--- src/rtl/commutator_pkg.sv ---
// Shared constants for the commutator stage: default sample width (FFTsfpw) and a log2 helper for counter widths.
// Optional build macro used by this slice: COMMUTATOR_SYNC_EN (adds in_sync to the bus).
`ifndef FFTsfpw
`define FFTsfpw 16
`endif

package commutator_pkg;

  localparam int NB_DEFAULT = `FFTsfpw;

  // Ceiling log2, usable in constant expressions; log2_ceil(1) == 0.
  function automatic int log2_ceil(input int v);
    int r;
    r = 0;
    for (int i = 0; i < 31; i++) begin
      if ((1 << i) < v) r = i + 1;
    end
    return r;
  endfunction

endpackage

--- src/rtl/commutator_if.sv ---
// Sample-pair bus into and out of a commutator stage.
// With COMMUTATOR_SYNC_EN defined the bus also carries in_sync (frame realign strobe).
interface commutator_if #(
  parameter int nb = commutator_pkg::NB_DEFAULT
);
  logic                 in_valid;
  logic signed [nb-1:0] in_a;
  logic signed [nb-1:0] in_b;
`ifdef COMMUTATOR_SYNC_EN
  logic                 in_sync;
`endif
  logic                 out_valid;
  logic signed [nb-1:0] out_a;
  logic signed [nb-1:0] out_b;

`ifdef COMMUTATOR_SYNC_EN
  modport master (output in_valid, in_a, in_b, in_sync,
                  input  out_valid, out_a, out_b);
  modport slave  (input  in_valid, in_a, in_b, in_sync,
                  output out_valid, out_a, out_b);
`else
  modport master (output in_valid, in_a, in_b,
                  input  out_valid, out_a, out_b);
  modport slave  (input  in_valid, in_a, in_b,
                  output out_valid, out_a, out_b);
`endif

endinterface

--- src/rtl/commutator_delay.sv ---
// Enable-gated, asynchronously cleared shift register of depth stages; q is d from depth enabled cycles ago.
module commutator_delay #(
  parameter int nb    = 16,
  parameter int depth = 4
) (
  input  logic                 clk,
  input  logic                 rst,
  input  logic                 en,
  input  logic signed [nb-1:0] d,
  output logic signed [nb-1:0] q
);

  logic signed [nb-1:0] sr_p0 [depth];

  always_ff @(posedge clk or posedge rst) begin
    if (rst) begin
      for (int i = 0; i < depth; i++) sr_p0[i] <= '0;
    end else if (en) begin
      sr_p0[0] <= d;
      for (int i = 1; i < depth; i++) sr_p0[i] <= sr_p0[i-1];
    end
  end

  assign q = sr_p0[depth-1];

endmodule

--- src/rtl/commutator.sv ---
// Radix-2 delay-commutator: delay upper path by depth beats, swap paths every depth beats, delay lower path.
// Optional COMMUTATOR_SYNC_EN: a beat with in_sync=1 restarts the frame count at 0.
module commutator
  import commutator_pkg::*;
#(
  parameter int nb    = NB_DEFAULT,
  parameter int depth = 4
) (
  input  logic        clk,
  input  logic        rst,
  commutator_if.slave bus
);

  localparam int             CW      = log2_ceil(depth) + 1;
  localparam logic [CW-1:0]  DEPTH_C = CW'(depth);

  logic                 beat;
  logic [CW-1:0]        cnt_p0;
  logic [CW-1:0]        cnt_eff;
  logic [CW-1:0]        prime_p0;
  logic                 phase;
  logic signed [nb-1:0] p_p0;
  logic signed [nb-1:0] q_p0;
  logic signed [nb-1:0] to_out_a;
  logic signed [nb-1:0] to_dly;
  logic                 vld_p1;
  logic signed [nb-1:0] out_a_p1;
  logic signed [nb-1:0] out_b_p1;

  assign beat = bus.in_valid;

`ifdef COMMUTATOR_SYNC_EN
  assign cnt_eff = bus.in_sync ? '0 : cnt_p0;
`else
  assign cnt_eff = cnt_p0;
`endif

  assign phase = cnt_eff[CW-1];

  // Stage p0: frame counter and priming counter; 2*depth == 2**CW so the add wraps naturally.
  always_ff @(posedge clk or posedge rst) begin
    if (rst) begin
      cnt_p0   <= '0;
      prime_p0 <= '0;
    end else if (beat) begin
      cnt_p0 <= cnt_eff + 1'b1;
      if (prime_p0 != DEPTH_C) prime_p0 <= prime_p0 + 1'b1;
    end
  end

  commutator_delay #(.nb(nb), .depth(depth)) u_dly_p (
    .clk (clk),
    .rst (rst),
    .en  (beat),
    .d   (bus.in_a),
    .q   (p_p0)
  );

  always_comb begin
    to_out_a = p_p0;
    to_dly   = bus.in_b;
    if (phase) begin
      to_out_a = bus.in_b;
      to_dly   = p_p0;
    end
  end

  commutator_delay #(.nb(nb), .depth(depth)) u_dly_q (
    .clk (clk),
    .rst (rst),
    .en  (beat),
    .d   (to_dly),
    .q   (q_p0)
  );

  // Stage p1: output register, loaded only on beats so gaps hold the last pair.
  always_ff @(posedge clk or posedge rst) begin
    if (rst) begin
      vld_p1   <= 1'b0;
      out_a_p1 <= '0;
      out_b_p1 <= '0;
    end else begin
      vld_p1 <= beat && (prime_p0 == DEPTH_C);
      if (beat) begin
        out_a_p1 <= to_out_a;
        out_b_p1 <= q_p0;
      end
    end
  end

  assign bus.out_valid = vld_p1;
  assign bus.out_a     = out_a_p1;
  assign bus.out_b     = out_b_p1;

endmodule

--- src/flat_wrapper.sv ---
// flat-port wrapper written by rule: the top's interface ports become plain ports
module commutator_flat import commutator_pkg::*;
#(
  parameter int nb    = NB_DEFAULT,
  parameter int depth = 4
)
  (clk, rst, bus_in_valid, bus_in_a, bus_in_b, bus_out_valid, bus_out_a, bus_out_b);
  commutator_if #(.nb(nb)) bus_i ();
  input  logic clk;
  input  logic rst;
  input wire logic [$bits(bus_i.in_valid)-1:0] bus_in_valid;
  input wire logic [$bits(bus_i.in_a)-1:0] bus_in_a;
  input wire logic [$bits(bus_i.in_b)-1:0] bus_in_b;
  output wire logic [$bits(bus_i.out_valid)-1:0] bus_out_valid;
  output wire logic [$bits(bus_i.out_a)-1:0] bus_out_a;
  output wire logic [$bits(bus_i.out_b)-1:0] bus_out_b;
  assign bus_i.in_valid = bus_in_valid;
  assign bus_i.in_a = bus_in_a;
  assign bus_i.in_b = bus_in_b;
  assign bus_out_valid = bus_i.out_valid;
  assign bus_out_a = bus_i.out_a;
  assign bus_out_b = bus_i.out_b;
  commutator #(.nb(nb), .depth(depth)) u_core (.clk(clk), .rst(rst), .bus(bus_i));
endmodule
--- config.mk ---
export PLATFORM = sky130hd
export DESIGN_NAME = commutator_flat
export DESIGN_NICKNAME = d
export VERILOG_FILES = /design/src/rtl/commutator_pkg.sv /design/src/rtl/commutator_if.sv /design/src/rtl/commutator_delay.sv /design/src/rtl/commutator.sv /design/src/flat_wrapper.sv
export SDC_FILE = /design/constraint.sdc
export NUM_CORES = 1
export LEC_CHECK = 0
export CAP_MARGIN = 20
export CORE_UTILIZATION = 43
export CTS_CLUSTER_SIZE = 30
export DETAILED_ROUTE_END_ITERATION = 10
export DONT_BUFFER_PORTS = 1
export SLEW_MARGIN = 20
export SYNTH_ARGS = -nofsm -noshare
export SYNTH_HDL_FRONTEND = slang
export SYNTH_SLANG_ARGS = --single-unit
export TNS_END_PERCENT = 30
--- constraint.sdc ---
create_clock -name clk -period 6.4 [get_ports clk]
set_input_delay 1.28 -clock clk [delete_from_list [all_inputs] [get_ports clk]]
set_output_delay 1.28 -clock clk [all_outputs]
set_load 0.02 [all_outputs]
# Word level (Yosys, flattened, before mapping)
# Index checks and enable logic that the tools add are counted.
[classes] n_addsub=2 eq_ne=2 muxes=2 reduce_logical=2
[op_table] cell="$mux 16" count=2
[op_table] cell="$add 3x1->3 const B" count=2
[op_table] cell="$eq 3x3->1 const B" count=1
[op_table] cell="$ne 3x3->1 const B" count=1
[op_table] cell="$reduce_and 2->1" count=1
[op_table] cell="$logic_and 1x1->1" count=1
[word_totals] regBits=167 input_bits=35 output_inout_bits=33 elab_cells=21

# Longest topological paths before layout
# Gate-level depths: netlist of run 1.
[depth] depth_word=2 mapped_depth=5 depth_no_buf=4

# Cells and area by module
# A second synthesis of run 1 with hierarchy kept.
[unflattened] hier_cells=450 hier_area_um2=7597.3
[by_module_without_submodules] module="commutator_delay" instances=2 cells_per_inst=152 area_per_inst_um2=2802.7 seq_area_each_um2=1601.5
[by_module_without_submodules] module="commutator" instances=1 cells_per_inst=146 area_per_inst_um2=1991.9 seq_area_each_um2=975.9

# Least setup slack after synthesis of run 1
# OpenSTA, ideal clock, no wires.
[synth_path] path_kind="input-to-reg" startpoint="in bus_in_valid" endpoint="reg u_core.u_dly_p.sr_p0[25] (netlist name)" setup_time_ns=0.125 t_arrival_ns=1.972 t_required_ns=6.275 setup_slack_ns=4.303 path_stages=4 n_path_buf=3 cell_sequence="buf_6 buf_6 buf_6 mux2_4"
[synth_rtl] item="from (decl)" line_no="flat_wrapper.sv:11" source="input wire logic [$bits(bus_i.in_valid)-1:0] bus_in_valid;"
[synth_rtl] item="to (decl)" line_no="commutator_delay.sv:13" source="logic signed [nb-1:0] sr_p0 [depth];"
# No word-level cell between the ends.

==> flow_metrics.env, run 1 <==
export IMPL_hp_class="flip-flop to flip-flop"
export IMPL_worstHoldStart="u_core.cnt_eff[0]$_DFFE_PP0P_"
export IMPL_ys_flop_type="dfrtp_1"
export IMPL_cts_tree="yes"
export IMPL_clk_latency_ns=0.41
export IMPL_p_leak_nw=3.26
export IMPL_cts_htree_levels=4
export IMPL_cts_sinks=167
export IMPL_setup_viol=0
export IMPL_antenna_found_initial=0
export IMPL_grt_busiest_layer="met1"
export IMPL_clock_path_buffers=2
export IMPL_synth_cell_type_count=19
export IMPL_die_area_sq_um=16200
export IMPL_use_met1_pct=19.2
export IMPL_maxCapViolCount=0
export IMPL_syn_inst=434
export IMPL_min_to="u_core.cnt_eff[0]$_DFFE_PP0P_"
export IMPL_cp_max_fo=104
export IMPL_dp_hpwl_um=6120
export IMPL_io_buffers=0
export IMPL_grt_max_degree=200
export IMPL_max_slew_margin_pct=36.1
export IMPL_drc_errors=0
export IMPL_post_cts_buffers=0
export IMPL_grt_overflow_total=0
export IMPL_cp_slowest_stage_delay_ns=0.76
export IMPL_ys_seq_area_share_pct=62.1
export IMPL_cts_buffers=17
export IMPL_ir_worst_vdd_mv=0.216
export IMPL_met2_usage_pct=18.8
export IMPL_r2r_start="u_core.cnt_eff[2]$_DFFE_PP0P_"
export IMPL_wl_per_cell_um=15.3
export IMPL_stdcell_count=652
export IMPL_cp_required_ns=6.85
export IMPL_clk_pin_slew_ns=0.06
export IMPL_period_share_pct=35.7
export IMPL_utilization_pct=48.4
export IMPL_rsz0062_at_grt="false"
export IMPL_period_needed_ns=2.28
export IMPL_holdWs_ns=0.471
export IMPL_hold_path_cell_count=1
export IMPL_syn_nets=472
export IMPL_tightest_slew_ns=0.959
export IMPL_num_vias=3221
export IMPL_power_density_nw_per_um2=431
export IMPL_wl_um=9980
export IMPL_drv_slew=0
export IMPL_num_rows=45
export IMPL_ys_seq_elements=167
export IMPL_critPathKind="input pin to asynchronous set/reset pin"
export IMPL_setup_tns_ns=0
export IMPL_cp_num_buf_inv=2
export IMPL_io_pins=68
export IMPL_skew_ns=0.00736
export IMPL_fillers=1311
export IMPL_synth_edff_count=0
export IMPL_critPathLaunchType="input pin"
export IMPL_initial_core_util_pct=44.1
export IMPL_grt_first_pass_wirelength_um=17200
export IMPL_multi_input_area_sq_um=2350
export IMPL_r2r_cells=2
export IMPL_placed_cells=620
export IMPL_die_w_um=127
export IMPL_track_usage_pct=13.8
export IMPL_cts_resized=0
export IMPL_diodes=0
export IMPL_gp_congestion=0.694
export IMPL_critPathTopFamily="buffers and inverters"
export IMPL_critPathCaptureType="asynchronous set/reset pin"
export IMPL_r2r_setup_slack_ns=4.84
export IMPL_vias_per_cell=4.94
export IMPL_drt_initial_drc_count=191
export IMPL_syn_avg_cell_area_sq_um=15.5
export IMPL_r2r_end="u_core.u_dly_q.sr_p0[60]$_DFFE_PP0P_"
export IMPL_yosys_warnings=0
export IMPL_synthesis_area_sq_um=6730
export IMPL_synth_async_reset_ratio_pct=100
export IMPL_worstPathArrival_ns=2.74
export IMPL_regArea_sq_um=4180
export IMPL_crit_slowest_cell="buf_4"
export IMPL_status="completed"
export IMPL_timing_fmax_mhz=438
export IMPL_drive_gt1_share_pct=37.0
export IMPL_first_pass_iters=4
export IMPL_nNetsFinal=466
export IMPL_cts_root_buf="clkbuf_16"
export IMPL_report_power_total_mw=3.18
export IMPL_core_sq_um=15300
export IMPL_grt_pass1_vias=3332
export IMPL_syn2layout_area_growth_pct=9.80
export IMPL_cts_hold_buf=0
export IMPL_die_h_um=127
export IMPL_worstPathCellList="inv_6 -> buf_4"
export IMPL_ant_nets=0
export IMPL_finalHoldViolCount=0
export IMPL_met3_usage_pct=4.82
[Yosys cell counts (2+ instances only)]
cell	number	area, sq um
ha_1	3	37.5
a21oi_1	33	165
buf_4	3	22.5
mux2_2	80	901
xnor2_1	2	17.5
buf_2	14	70.1
dfrtp_1	167	4180
mux2_4	50	751
mux2i_1	32	320
inv_1	3	11.3
buf_6	8	90.1
nor2_1	32	120
[how the worst max path moves through the flow]
stage          from                              endpoint  slack, ns  cells after the start
6_report        rst       u_core.bus.out_a[3]$_DFFE_PP0P_       4.12                      2
5_1_grt         rst  u_core.u_dly_p.sr_p0[38]$_DFFE_PP0P_       3.80                      2
4_1_cts         rst  u_core.u_dly_p.sr_p0[55]$_DFFE_PP0P_       4.02                      2
3_5_place_dp    rst        u_core.prime_p0[0]$_DFFE_PP0P_       3.57                      2
3_3_place_gp    rst        u_core.prime_p0[1]$_DFFE_PP0P_       3.61                      2
2_1_floorplan   rst       u_core.bus.out_a[0]$_DFFE_PP0P_       0.60                      1
[flip-flops by register name, summed over array words and instances (netlist names)]
signal / cells
u_core.prime_p0: 3
u_core.bus.out_b: 16
u_core.u_dly_p.sr_p0: 48
u_core.bus.out_valid: 1
u_core.bus.out_a: 16
u_core.u_dly_q.q: 16
u_core.u_dly_q.sr_p0: 48
u_core.u_dly_p.q: 16
u_core.cnt_eff: 3
[layout by cell type (no fill, tap or decap), drive strengths merged]
cell type | synthesis | layout
dfrtp | 167 | 167
mux2 | 130 | 130
a21oi | 33 | 33
mux2i | 32 | 32
nor2 | 32 | 32
clkbuf | 1 | 24
clkinv | 0 | 5
ha | 3 | 3
inv | 3 | 3
xnor2 | 2 | 2
clkinvlp | 0 | 2
and3 | 1 | 1
nand2 | 1 | 1
nor2b | 1 | 1
a31oi | 1 | 1
xor2 | 1 | 1
a21boi | 1 | 1
bufinv | 0 | 1
buf | 25 | 1
[where the power goes]
group	switching [mW]	total [mW]	internal (mW)
combinational	0.140	0.486	0.346
clock	0.383	0.967	0.584
sequential	0.353	1.73	1.38
[cell type report]
class                           instances  area share [%]
Timing Repair Buffer                    1           0.102
Tap cell                              211            3.57
Multi-Input combinational cell        238            31.8
Inverter                                3           0.220
Clock buffer                           24            6.79
Sequential cell                       167            56.6
Clock inverter                          8           0.948
[stage by stage]
stage                     instance area [sq um]  setup WS [ns]
after floorplan                            6730          0.602
after global placement                     6820           3.61
after detailed placement                   6820           3.57
after CTS                                  7390           4.02
after global routing                       7390           3.80
final                                      7390           4.12
[per-layer routing]
metal	wire length [um]	part of all wire [%]	vias to the layer above
met1	5010	50	1621
met4	284	2.8	0
li1	-	-	1519
met5	0	0	-
met3	534	5.3	22
met2	4150	42	59
[cell families (layout without fill, tap and decap cells)]
| group | after synthesis | in the layout | share of synthesized area, % |
|---|---|---|---|
| flip-flops | 167 | 167 | 62.1 |
| XOR/XNOR | 3 | 3 | 0.390 |
| multiplexers | 162 | 162 | 29.3 |
| buffers and inverters | 29 | 36 | 2.99 |
| AO/OA/AOI/OAI | 35 | 35 | 2.66 |
| AND/OR/NAND/NOR | 35 | 35 | 2.03 |
| adder cells (fa/ha/maj) | 3 | 3 | 0.558 |
Power figures use the tool's default switching activity.
==> run 2: changes to the inputs <==
- clock period: 6.4 -> 2.4 ns (I/O delays scaled with it)
==> flow_metrics.env, run 2 (synthesis results as in run 1) <==
export IMPL_setup_viol=0
export IMPL_drc_errors=0
export IMPL_critPathTopFamily="flip-flops"
export IMPL_critPathKind="flip-flop to flip-flop"
export IMPL_skew_ns=0.00630
export IMPL_clk_pin_slew_ns=0.06
export IMPL_drt_initial_drc_count=187
export IMPL_dp_hpwl_um=6280
export IMPL_grt_pass1_vias=3253
export IMPL_grt_max_degree=200
export IMPL_cts_htree_levels=4
export IMPL_cts_buffers=17
export IMPL_crit_slowest_cell="dfrtp_2"
export IMPL_max_slew_margin_pct=67.7
export IMPL_grt_overflow_total=0
export IMPL_core_sq_um=15300
export IMPL_p_leak_nw=3.28
export IMPL_critPathLaunchType="flip-flop"
export IMPL_placed_cell_area_sq_um=6860
export IMPL_wl_per_cell_um=15.9
export IMPL_gp_congestion=0.740
export IMPL_die_w_um=127
export IMPL_wl_um=10400
export IMPL_clock_path_buffers=2
export IMPL_antenna_found_initial=0
export IMPL_io_pins=68
export IMPL_die_area_sq_um=16200
export IMPL_num_rows=45
export IMPL_setup_tns_ns=0
export IMPL_utilization_pct=48.7
export IMPL_nNetsFinal=468
export IMPL_cts_hold_buf=0
export IMPL_first_pass_iters=4
export IMPL_final_cell_mix="166 x dfrtp_1, 80 x mux2_2, 50 x mux2_4"
export IMPL_vias_per_cell=4.95
export IMPL_report_power_total_mw=8.59
export IMPL_tightest_slew_ns=0.484
export IMPL_hp_class="input pin to asynchronous set/reset pin"
export IMPL_clk_latency_ns=0.42
export IMPL_rsz0062_at_grt="false"
export IMPL_die_h_um=127
export IMPL_cp_required_ns=2.69
export IMPL_cts_tree="yes"
export IMPL_cp_slowest_stage_delay_ns=0.61
export IMPL_ant_nets=0
export IMPL_timing_fmax_mhz=673
export IMPL_power_density_nw_per_um2=1160
export IMPL_period_share_pct=61.9
export IMPL_num_vias=3225
export IMPL_post_cts_buffers=0
export IMPL_final_cell_area_sq_um=7440
export IMPL_status="completed"
export IMPL_cp_num_buf_inv=1
export IMPL_ir_worst_vdd_mv=0.534
export IMPL_maxCapViolCount=0
export IMPL_drv_slew=0
export IMPL_diodes=0
export IMPL_critPathCaptureType="flip-flop"
export IMPL_worstPathArrival_ns=1.78
export IMPL_reg_largest_list="u_core.u_dly_p.sr_p0 x48, u_core.u_dly_q.sr_p0 x48"
export IMPL_io_buffers=0
export IMPL_period_needed_ns=1.49
export IMPL_cts_resized=0
export IMPL_initial_core_util_pct=44.1
export IMPL_cp_max_fo=19
export IMPL_grt_first_pass_wirelength_um=17400
export IMPL_syn2layout_area_growth_pct=10.5
export IMPL_mostFrequentLayoutCell="dfrtp_1"
export IMPL_drive_gt1_share_pct=36.3
export IMPL_cts_root_buf="clkbuf_16"
export IMPL_track_usage_pct=14.1
export IMPL_worstPathCellList="buf_4 -> mux2i_1 -> a21oi_1"
export IMPL_finalHoldViolCount=0
export IMPL_cts_sinks=167
run 2: cell count changes in the layout (fill, tap and decap cells not counted), sizes merged:
cell and change:
clkinv -4, inv -1, clkinvlp -1, bufinv +1, buf +2, clkbuf +3
run 2: final timing paths:
kind | startpoint | endpoint | slack, ns | cells after the start
min in group clk | bus_in_a[10] | u_core.u_dly_p.sr_p0[58]$_DFFE_PP0P_ | 0.20 | 1
min | rst | u_core.u_dly_q.q[9]$_DFFE_PP0P_ | 0.07 | 2
max in group asynchronous | rst | u_core.cnt_eff[2]$_DFFE_PP0P_ | 1.93 | 2
max | u_core.cnt_eff[2]$_DFFE_PP0P_ | u_core.u_dly_q.sr_p0[60]$_DFFE_PP0P_ | 0.91 | 3
max reg2reg | u_core.cnt_eff[2]$_DFFE_PP0P_ | u_core.u_dly_q.sr_p0[60]$_DFFE_PP0P_ | 0.91 | 3
min reg2reg | u_core.cnt_eff[0]$_DFFE_PP0P_ | u_core.cnt_eff[0]$_DFFE_PP0P_ | 0.48 | 1
run 2: final cells by class:
class	instances	area (sq um)
clock buffer	27	513
inverter	3	15.0
sequential	167	4180
multi-input combinational	238	2350
tap	211	264
clock inverter	3	65.1
timing repair buffer	3	47.5
fill	1347	7820
run 2: worst reg2reg max path, cell delays in order, from the launching register on:
cell and delay (ns):
dfrtp_2 0.61, buf_4 0.39, mux2i_1 0.27, a21oi_1 0.09
run 2: power breakdown:
part,total (mW),internal (mW),switching [mW]
Clock,2.67,1.66,1.01
Combinational,1.38,0.928,0.450
Sequential,4.54,3.68,0.862
Total,8.59,6.27,2.33
run 2: through the flow:
step	std cells	hold WS (ns)	setup slack (ns)
3_3_place_gp	622	0.459	1.01
5_1_grt	652	0.0918	0.828
6_report	652	0.0657	0.915
3_5_place_dp	622	0.469	0.955
4_1_cts	652	0.0878	0.929
2_1_floorplan	434	0.445	-0.207
run 2: layer usage:
metal | global-route usage (%) | up-vias | wire length (um)
met1 | 19.5 | 1641 | 5080
li1 | - | 1507 | -
met3 | 5.49 | 14 | 635
met4 | 7.14 | 0 | 189
met2 | 19.0 | 63 | 4470
met5 | 0 | - | 0
==> run 3: changes to the inputs <==
- ABC_AREA: unset -> 1
- clock period: 2.4 -> 1.46 ns (I/O delays scaled with it)
==> flow_metrics.env, run 3 <==
export IMPL_synth_cell_type_count=14
export IMPL_ir_worst_vdd_mv=1.02
export IMPL_ys_seq_elements=167
export IMPL_nNetsFinal=815
export IMPL_dp_hpwl_um=8270
export IMPL_antenna_found_initial=0
export IMPL_critPathKind="flip-flop to output port"
export IMPL_io_pins=68
export IMPL_die_w_um=127
export IMPL_grt_max_degree=115
export IMPL_clk_latency_ns=0.42
export IMPL_setup_viol=0
export IMPL_cts_sinks=167
export IMPL_final_cell_mix="362 x nand2_1, 167 x dfrtp_1, 83 x o21ai_0"
export IMPL_synth_edff_count=0
export IMPL_initial_core_util_pct=44.1
export IMPL_max_slew_margin_pct=66.1
export IMPL_skew_ns=0.00533
export IMPL_p_int_mw=9.15
export IMPL_period_needed_ns=1.21
export IMPL_syn2layout_area_growth_pct=14.1
export IMPL_p_comb_share_pct=16.9
export IMPL_wl_per_cell_um=14.2
export IMPL_syn_inst=768
export IMPL_cts_htree_levels=4
export IMPL_ys_seq_area_share_pct=62.0
export IMPL_r2r_setup_slack_ns=0.28
export IMPL_drv_slew=0
export IMPL_hp_class="input pin to flip-flop"
export IMPL_diodes=0
export IMPL_critPathCaptureType="output port"
export IMPL_io_buffers=0
export IMPL_switching_share_pct=30.4
export IMPL_num_vias=4826
export IMPL_ant_nets=0
export IMPL_synth_largest_area_cell="dfrtp_1"
export IMPL_grt_pass1_vias=4941
export IMPL_num_rows=45
export IMPL_reg_largest_list="u_core.u_dly_p.sr_p0 x48, u_core.u_dly_q.sr_p0 x48"
export IMPL_timing_fmax_mhz=826
export IMPL_stdcell_count=999
export IMPL_tightest_slew_ns=0.506
export IMPL_syn_nets=806
export IMPL_synth_async_reset_ratio_pct=100
export IMPL_power_density_nw_per_um2=1710
export IMPL_clk_pin_slew_ns=0.06
export IMPL_grt_first_pass_wirelength_um=23900
export IMPL_ys_flop_type="dfrtp_1"
export IMPL_finalHoldViolCount=0
export IMPL_yosys_warnings=0
export IMPL_cts_root_buf="clkbuf_16"
export IMPL_drive_gt1_share_pct=4.57
export IMPL_core_sq_um=15300
export IMPL_cts_tree="yes"
export IMPL_status="completed"
export IMPL_cp_max_fo=2
export IMPL_vias_per_cell=4.83
export IMPL_p_seq_share_pct=50.7
export IMPL_mostFrequentLayoutCell="nand2_1"
export IMPL_die_h_um=127
export IMPL_wl_um=14100
export IMPL_synth_commonest_cells="362 x nand2_1, 167 x dfrtp_1, 83 x o21ai_0, 71 x inv_1, 35 x nand3_1"
export IMPL_clock_path_buffers=2
export IMPL_synth_most_common_cell="nand2_1"
export IMPL_cp_required_ns=1.17
export IMPL_p_leak_nw=3.98
export IMPL_track_usage_pct=19.2
export IMPL_utilization_pct=50.4
export IMPL_die_area_sq_um=16200
export IMPL_synthesis_area_sq_um=6740
export IMPL_synth_top_area_share_pct=62.0
export IMPL_first_pass_iters=5
export IMPL_critPathLaunchType="flip-flop"
export IMPL_worstPathArrival_ns=0.92
export IMPL_rsz0062_at_grt="false"
export IMPL_clock_power_share_pct=32.4
export IMPL_p_switching_mw=4.00
export IMPL_period_share_pct=82.9
export IMPL_cts_buffers=17
export IMPL_maxCapViolCount=0
export IMPL_gp_congestion=0.813
export IMPL_placed_cells=946
export IMPL_drt_initial_drc_count=322
export IMPL_synthTopCellsByArea="dfrtp_1 62%, nand2_1 20%, o21ai_0 6.2%"
export IMPL_syn_avg_cell_area_sq_um=8.77
export IMPL_fillers=1439
export IMPL_grt_overflow_total=0
export IMPL_drc_errors=0
==> run 3: kinds of logic after synthesis <==
group	share of synthesized area, %
adders and majority gates	0.557
DFF	62.0
buffers and inverters	8.23
and+or+nand+nor	22.9
xor gates and xnor gates	0.130
AOI/OAI and AO/OA	6.17
==> run 3: area by class of cell <==
class	instances	area, sq um	area share [%]
clock buffers	26	479	6.23
flip-flops and latches	167	4180	54.4
clock inverters	4	70.1	0.911
multi-input cells	486	2000	26.1
repair buffers	33	415	5.40
inverters	72	277	3.60
well taps	211	264	3.43
==> run 3: worst paths after layout <==
check	start	endpoint	cells after the start
worst min-delay path	bus_in_valid	u_core.u_dly_q.q[15]$_DFFE_PP0P_	2
worst max register to register	u_core.u_dly_q.sr_p0[63]$_DFFE_PP0P_	u_core.u_dly_q.sr_p0[47]$_DFFE_PP0P_	3
max in group asynchronous	rst	u_core.bus.out_a[10]$_DFFE_PP0P_	3
min in group asynchronous	rst	u_core.u_dly_p.sr_p0[36]$_DFFE_PP0P_	2
worst min register to register	u_core.u_dly_q.sr_p0[46]$_DFFE_PP0P_	u_core.u_dly_q.sr_p0[46]$_DFFE_PP0P_	2
worst max-delay path	u_core.bus.out_a[3]$_DFFE_PP0P_	bus_out_a[3]	0
==> run 3: power groups by stage <==
stage / Combinational (mW) / Clock (mW) / Sequential, mW
6_report: 2.23 / 4.26 / 6.67
3_5_place_dp: 2.14 / 0 / 6.76
3_3_place_gp: 2.04 / 0 / 6.73
5_1_grt: 2.63 / 4.52 / 6.81
2_1_floorplan: 1.75 / 0 / 6.58
4_1_cts: 2.26 / 4.33 / 6.68
==> run 3: routing by layer <==
layer / GRT usage (%) / wire (um) / vias up
li1: - / - / 2363
met1: 24.6 / 6430 / 2340
met2: 31.5 / 6900 / 103
met3: 5.53 / 586 / 20
met4: 5.95 / 228 / 0
met5: 0 / 0 / -
==> run 3: repair_timing <==
item | in CTS | in global routing
setup buffers | 0 | 0
resized for setup | 0 | 0
hold buffers | 22 | 1
endpoints found under the hold margin | 69 | 1
==> run 3: metrics by stage <==
stage	TNS (ns)	power, mW	instance area [sq um]	worst slack (ns)	hold slack [ns]
5_1_grt	0	14.0	7690	0.195	0.00839
3_3_place_gp	0	8.77	6900	0.419	0.180
4_1_cts	0	13.3	7680	0.225	0.000186
2_1_floorplan	-160.11	8.32	6740	-0.959	0.409
3_5_place_dp	0	8.89	6900	0.328	0.181
6_report	0	13.2	7690	0.250	0.00789
